## src/rtl/execute_sequencer.sv

```systemverilog
// Execute-stage sequencer: holds one decoded instruction, waits out RAW hazards
// against a per-register pending-write scoreboard, issues it, then presents completion.
module execute_sequencer #(
  parameter int REG_ADDR_WIDTH      = 5,
  parameter int NUM_REGS            = 32,
  parameter int MULTI_CYCLE_LATENCY = 4,
  parameter int STALL_CNT_WIDTH     = 16
) (
  input  logic                       clk,
  input  logic                       reset,
  input  logic                       in_valid,
  output logic                       in_ready,
  input  logic [REG_ADDR_WIDTH-1:0]  in_rd,
  input  logic [REG_ADDR_WIDTH-1:0]  in_rs1,
  input  logic [REG_ADDR_WIDTH-1:0]  in_rs2,
  input  logic                       in_uses_rs1,
  input  logic                       in_uses_rs2,
  input  logic                       in_writes_rd,
  input  logic                       in_multicycle,
  input  logic                       flush,
  output logic                       issue_valid,
  output logic [REG_ADDR_WIDTH-1:0]  issue_rs1,
  output logic [REG_ADDR_WIDTH-1:0]  issue_rs2,
  output logic                       complete_valid,
  output logic [REG_ADDR_WIDTH-1:0]  complete_rd,
  output logic                       complete_writes_rd,
  input  logic                       complete_ready,
  input  logic                       wb_valid,
  input  logic [REG_ADDR_WIDTH-1:0]  wb_rd,
  output logic [STALL_CNT_WIDTH-1:0] stall_count
);

  typedef struct packed {
    logic [REG_ADDR_WIDTH-1:0] rd;
    logic [REG_ADDR_WIDTH-1:0] rs1;
    logic [REG_ADDR_WIDTH-1:0] rs2;
    logic                      uses_rs1;
    logic                      uses_rs2;
    logic                      writes_rd;
    logic                      multicycle;
  } instr_t;

  typedef enum logic [1:0] {
    IDLE     = 2'd0,
    HOLD     = 2'd1,
    BUSY     = 2'd2,
    COMPLETE = 2'd3
  } state_t;

  state_t                state, state_nxt;
  instr_t                held;
  logic [NUM_REGS-1:0]   pending;
  logic [3:0]            busy_cnt;
  logic                  accept;
  logic                  stall_inc;
  logic                  hazard;
  logic                  rs1_hit, rs2_hit;

  // Hazard uses the registered scoreboard only: a writeback clear is visible next cycle.
  assign rs1_hit = held.uses_rs1 && (held.rs1 != '0) && pending[held.rs1];
  assign rs2_hit = held.uses_rs2 && (held.rs2 != '0) && pending[held.rs2];
  assign hazard  = rs1_hit || rs2_hit;

  always_comb begin
    state_nxt      = state;
    in_ready       = 1'b0;
    issue_valid    = 1'b0;
    complete_valid = 1'b0;
    accept         = 1'b0;
    stall_inc      = 1'b0;
    case (state)
      IDLE: begin
        in_ready = 1'b1;
        if (in_valid && !flush) begin
          accept    = 1'b1;
          state_nxt = HOLD;
        end
      end
      HOLD: begin
        if (flush) begin
          state_nxt = IDLE;
        end else if (hazard) begin
          stall_inc = 1'b1;
        end else begin
          issue_valid = 1'b1;
          state_nxt   = held.multicycle ? BUSY : COMPLETE;
        end
      end
      BUSY: begin
        if (flush)               state_nxt = IDLE;
        else if (busy_cnt == 4'd1) state_nxt = COMPLETE;
      end
      COMPLETE: begin
        complete_valid = 1'b1;
        if (flush || complete_ready) state_nxt = IDLE;
      end
      default: state_nxt = IDLE;
    endcase
  end

  always_ff @(posedge clk) begin
    if (reset) state <= IDLE;
    else       state <= state_nxt;
  end

  always_ff @(posedge clk) begin
    if (reset)       held <= '0;
    else if (accept) held <= '{rd: in_rd, rs1: in_rs1, rs2: in_rs2,
                               uses_rs1: in_uses_rs1, uses_rs2: in_uses_rs2,
                               writes_rd: in_writes_rd, multicycle: in_multicycle};
  end

  // Loaded at issue so that BUSY lasts MULTI_CYCLE_LATENCY-1 cycles.
  always_ff @(posedge clk) begin
    if (reset)                               busy_cnt <= '0;
    else if (issue_valid && held.multicycle) busy_cnt <= 4'(MULTI_CYCLE_LATENCY - 1);
    else if (state == BUSY)                  busy_cnt <= busy_cnt - 4'd1;
  end

  always_ff @(posedge clk) begin
    if (reset)                           stall_count <= '0;
    else if (stall_inc && !(&stall_count)) stall_count <= stall_count + 1'b1;
  end

  // Scoreboard: x0 is never pending; an issue set beats a same-cycle writeback clear.
  assign pending[0] = 1'b0;
  for (genvar r = 1; r < NUM_REGS; r++) begin : g_sb
    logic set_hit, clr_hit;
    assign set_hit = issue_valid && held.writes_rd && (held.rd == REG_ADDR_WIDTH'(r));
    assign clr_hit = wb_valid && (wb_rd == REG_ADDR_WIDTH'(r));
    always_ff @(posedge clk) begin
      if (reset)        pending[r] <= 1'b0;
      else if (set_hit) pending[r] <= 1'b1;
      else if (clr_hit) pending[r] <= 1'b0;
    end
  end

  assign issue_rs1          = held.rs1;
  assign issue_rs2          = held.rs2;
  assign complete_rd        = held.rd;
  assign complete_writes_rd = held.writes_rd;

endmodule
```

## config.mk

```make
export PLATFORM = sky130hd
export DESIGN_NAME = execute_sequencer
export DESIGN_NICKNAME = d
export VERILOG_FILES = /design/src/rtl/execute_sequencer.sv
export SDC_FILE = /design/constraint.sdc
export NUM_CORES = 1
export LEC_CHECK = 0
export CORE_ASPECT_RATIO = 1.75
export CORE_MARGIN = 1
export CORE_UTILIZATION = 54
export DETAILED_ROUTE_END_ITERATION = 7
export PLACE_DENSITY_LB_ADDON = 0.08
export RECOVER_POWER = 25
export SLEW_MARGIN = 10
export SYNTH_ARGS = -nofsm -noshare
export SYNTH_HDL_FRONTEND = slang
export SYNTH_SLANG_ARGS = --single-unit
```

## constraint.sdc

```tcl
create_clock -name clk -period 6.25 [get_ports clk]
set_input_delay 1.5625 -clock clk [delete_from_list [all_inputs] [get_ports clk]]
set_output_delay 1.5625 -clock clk [all_outputs]
set_load 0.1 [all_outputs]
```

==> metrics.txt <==
status complete, but fails checks; Fin. Hold Viols 0; Starting Density 55.3%; CTS tree built; full die area 0.00772 sq mm; CTS Buf Count 9; clock slew seen by the registers of the worst setup and hold paths 0.05 ns; 1st-iter DRT viols 286; Worst-Skew Late Latency 0.33 ns; worst IR drop on VDD 0.181 mV; HPWL after detailed placement 8410 um; top_reg_cell synth dfxtp_1; Util after Layout 67.1%; initial antenna violation count 0; Net Sw Frac 26.2%; port buffer count 64; Layout Cells excl Fill 588; Power Density 246 mW/mm^2; Nets 530; count of pins over their slew limit 34; dpl cell area 0.00451 sq mm; Avg WL per Cell 19.8 um; detailed-router iteration count before antenna repair 5; layout cells sized above 1 9.76%; Sw Pwr 0.311 mW; clk buf depth 2; cell area after layout 0.00482 sq mm; Post-Place Worst Slack 1.71 ns; synth top area cells dfxtp_1 (36%), mux4_2 (7.4%), nand2_1 (6.8%), o31ai_1 (6.2%), a21oi_1 (4.3%); EDFF count, synth 0; setup bufs post-CTS 0; GP Congestion 0.944; cell row count 41; Gate Count Post-Synth 463; width of the die 66.9 um; post-layout power 1.18 mW; RSZ-0062 raised after global routing false; post-cts resize count 0; via/cell ratio 6.35; Static Leak 1.55 nW; Data arrival, critical path 3.12 ns; die span in y 116 um; Layout area overhead 21.3%; # hold bufs at CTS 0; failing checks capacitance limit, slew limit; Setup Skew 0.00702 ns; relative slew slack -7.77%; Worst Setup End Kind output port; GRT Total Usage 32.4%; WL final 11700 um; maxcap violations 1; area leader, netlist dfxtp_1; Fin Setup TNS 0 ns; Warnings, synthesis 0; Hold Worst Slack 0.471 ns; Setup crit start kind primary input; period utilisation layout 74.9%; drt drc 0; mean area per synthesized cell 8.59 sq um; Syn Nets 496; H-tree depth 3; min Tclk post-route 4.68 ns; internal power 0.874 mW; Routed Antenna Nets 0; fmax 214 MHz; sequential share of the synthesized area 36.3%; post-synthesis async set-or-reset flop share 0%; Antenna diodes 0; dpl cells 572; combinational share of power 12.5%; final worst setup slack 1.57 ns; commonest cells in the synthesized netlist dfxtp_1 (72), nand2_1 (72), a21oi_1 (34); Min-Delay Path Class flop to flop; Sink Count 72; global-route wire length before repair 18300 um; grt total ovfl 0; I/O Pins 65; Slew @ Worst Pin 1.62 ns; Cell variety after synth 51; WS Path Type primary input to output port; Netlist Area Pre-Place 0.00398 sq mm; core area 0.00718 sq mm; Req. time, crit path 4.69 ns; share of total power in sequential cells 41.2%; number of synthesized register bits 72; crit path max fanout 4; clock power share 46.3%; final setup violation count 0; largest net degree at the start of global routing 46; DR vias 3735; Root Driver clkbuf_16; number of global-route vias before repair 3605; top cell type's share of synthesized area 36.3%
[area by class of cell]
| type | count | area, sq um |
|---|---|---|
| Tap cell | 86 | 108 |
| Clock buffer | 10 | 239 |
| Sequential cell | 72 | 1440 |
| Timing Repair Buffer | 68 | 664 |
| Multi-Input combinational cell | 337 | 2250 |
| Inverter | 9 | 33.8 |
| Fill cell | 652 | 2360 |
| Clock inverter | 6 | 82.6 |
[routing by layer]
metal | wire [um] | vias to the layer above | global-route usage, %
met5 | 0 | - | 0
met4 | 590 | 0 | 19.4
met3 | 521 | 33 | 5.41
met2 | 6310 | 145 | 58.0
met1 | 4250 | 1797 | 34.2
li1 | - | 1760 | -
[worst max-delay path: stages]
cell and delay, ns:
dlygate4sd3_1 0.58, nor3b_1 0.35, o221ai_1 0.23, inv_1 0.10, buf_4 0.29
[cell families after synthesis]
logic type      share of synthesized area, %
mux                                     10.9
xor+xnor                                1.76
fa+ha+maj                              0.944
flops                                   36.3
compound gates                          19.3
buf+inv                                 7.02
simple gates                            23.8
[power groups by stage]
stage          Sequential [mW]  Clock (mW)  Combinational [mW]
5_1_grt                  0.490       0.572               0.157
3_3_place_gp             0.497           0               0.147
3_5_place_dp             0.497           0               0.148
2_1_floorplan            0.486           0               0.115
6_report                 0.488       0.548               0.149
4_1_cts                  0.488       0.558               0.149
[sequential cells by signal, summed over array words and instances, names as in the netlist]
signal              count
stall_count            16
issue_rs2               5
pending                31
busy_cnt                4
held                    3
state                   2
complete_rd             5
complete_writes_rd      1
issue_rs1               5
[path summary, 6_finish.rpt]
kind                                                start                        to  slack (ns)  depth (start not counted)
worst min register to register       held[0]$_SDFFE_PP0P_      held[0]$_SDFFE_PP0P_        0.47                          2
worst max-delay path                                flush               issue_valid        1.57                          5
worst min-delay path                 held[0]$_SDFFE_PP0P_      held[0]$_SDFFE_PP0P_        0.47                          2
worst max register to register  issue_rs1[1]$_SDFFE_PP0P_  busy_cnt[2]$_SDFFE_PP0P_        2.52                          8
[placed cells by master (no fill, tap or decap), drive strengths merged, types with 3 or more instances in the layout]
master and instances:
o311a 3, nand2b 8, nor3b 4, mux4 13, clkdlybuf4s50 62, mux2 5, inv 9, o311ai 4
ha 3, o21ai 7, or4 3, nand2 72, mux2i 8, nor2 20, nand3 28, nand4b 3
xnor2 8, and2 3, or2 5, clkinv 3, nor3 8, buf 4, clkbuf 11, a21oi 34
and3 5, or3 8, nand4 7, dfxtp 72, nor2b 12, o31ai 34, o211ai 14
Note: power is estimated with default switching activity, not from simulation.
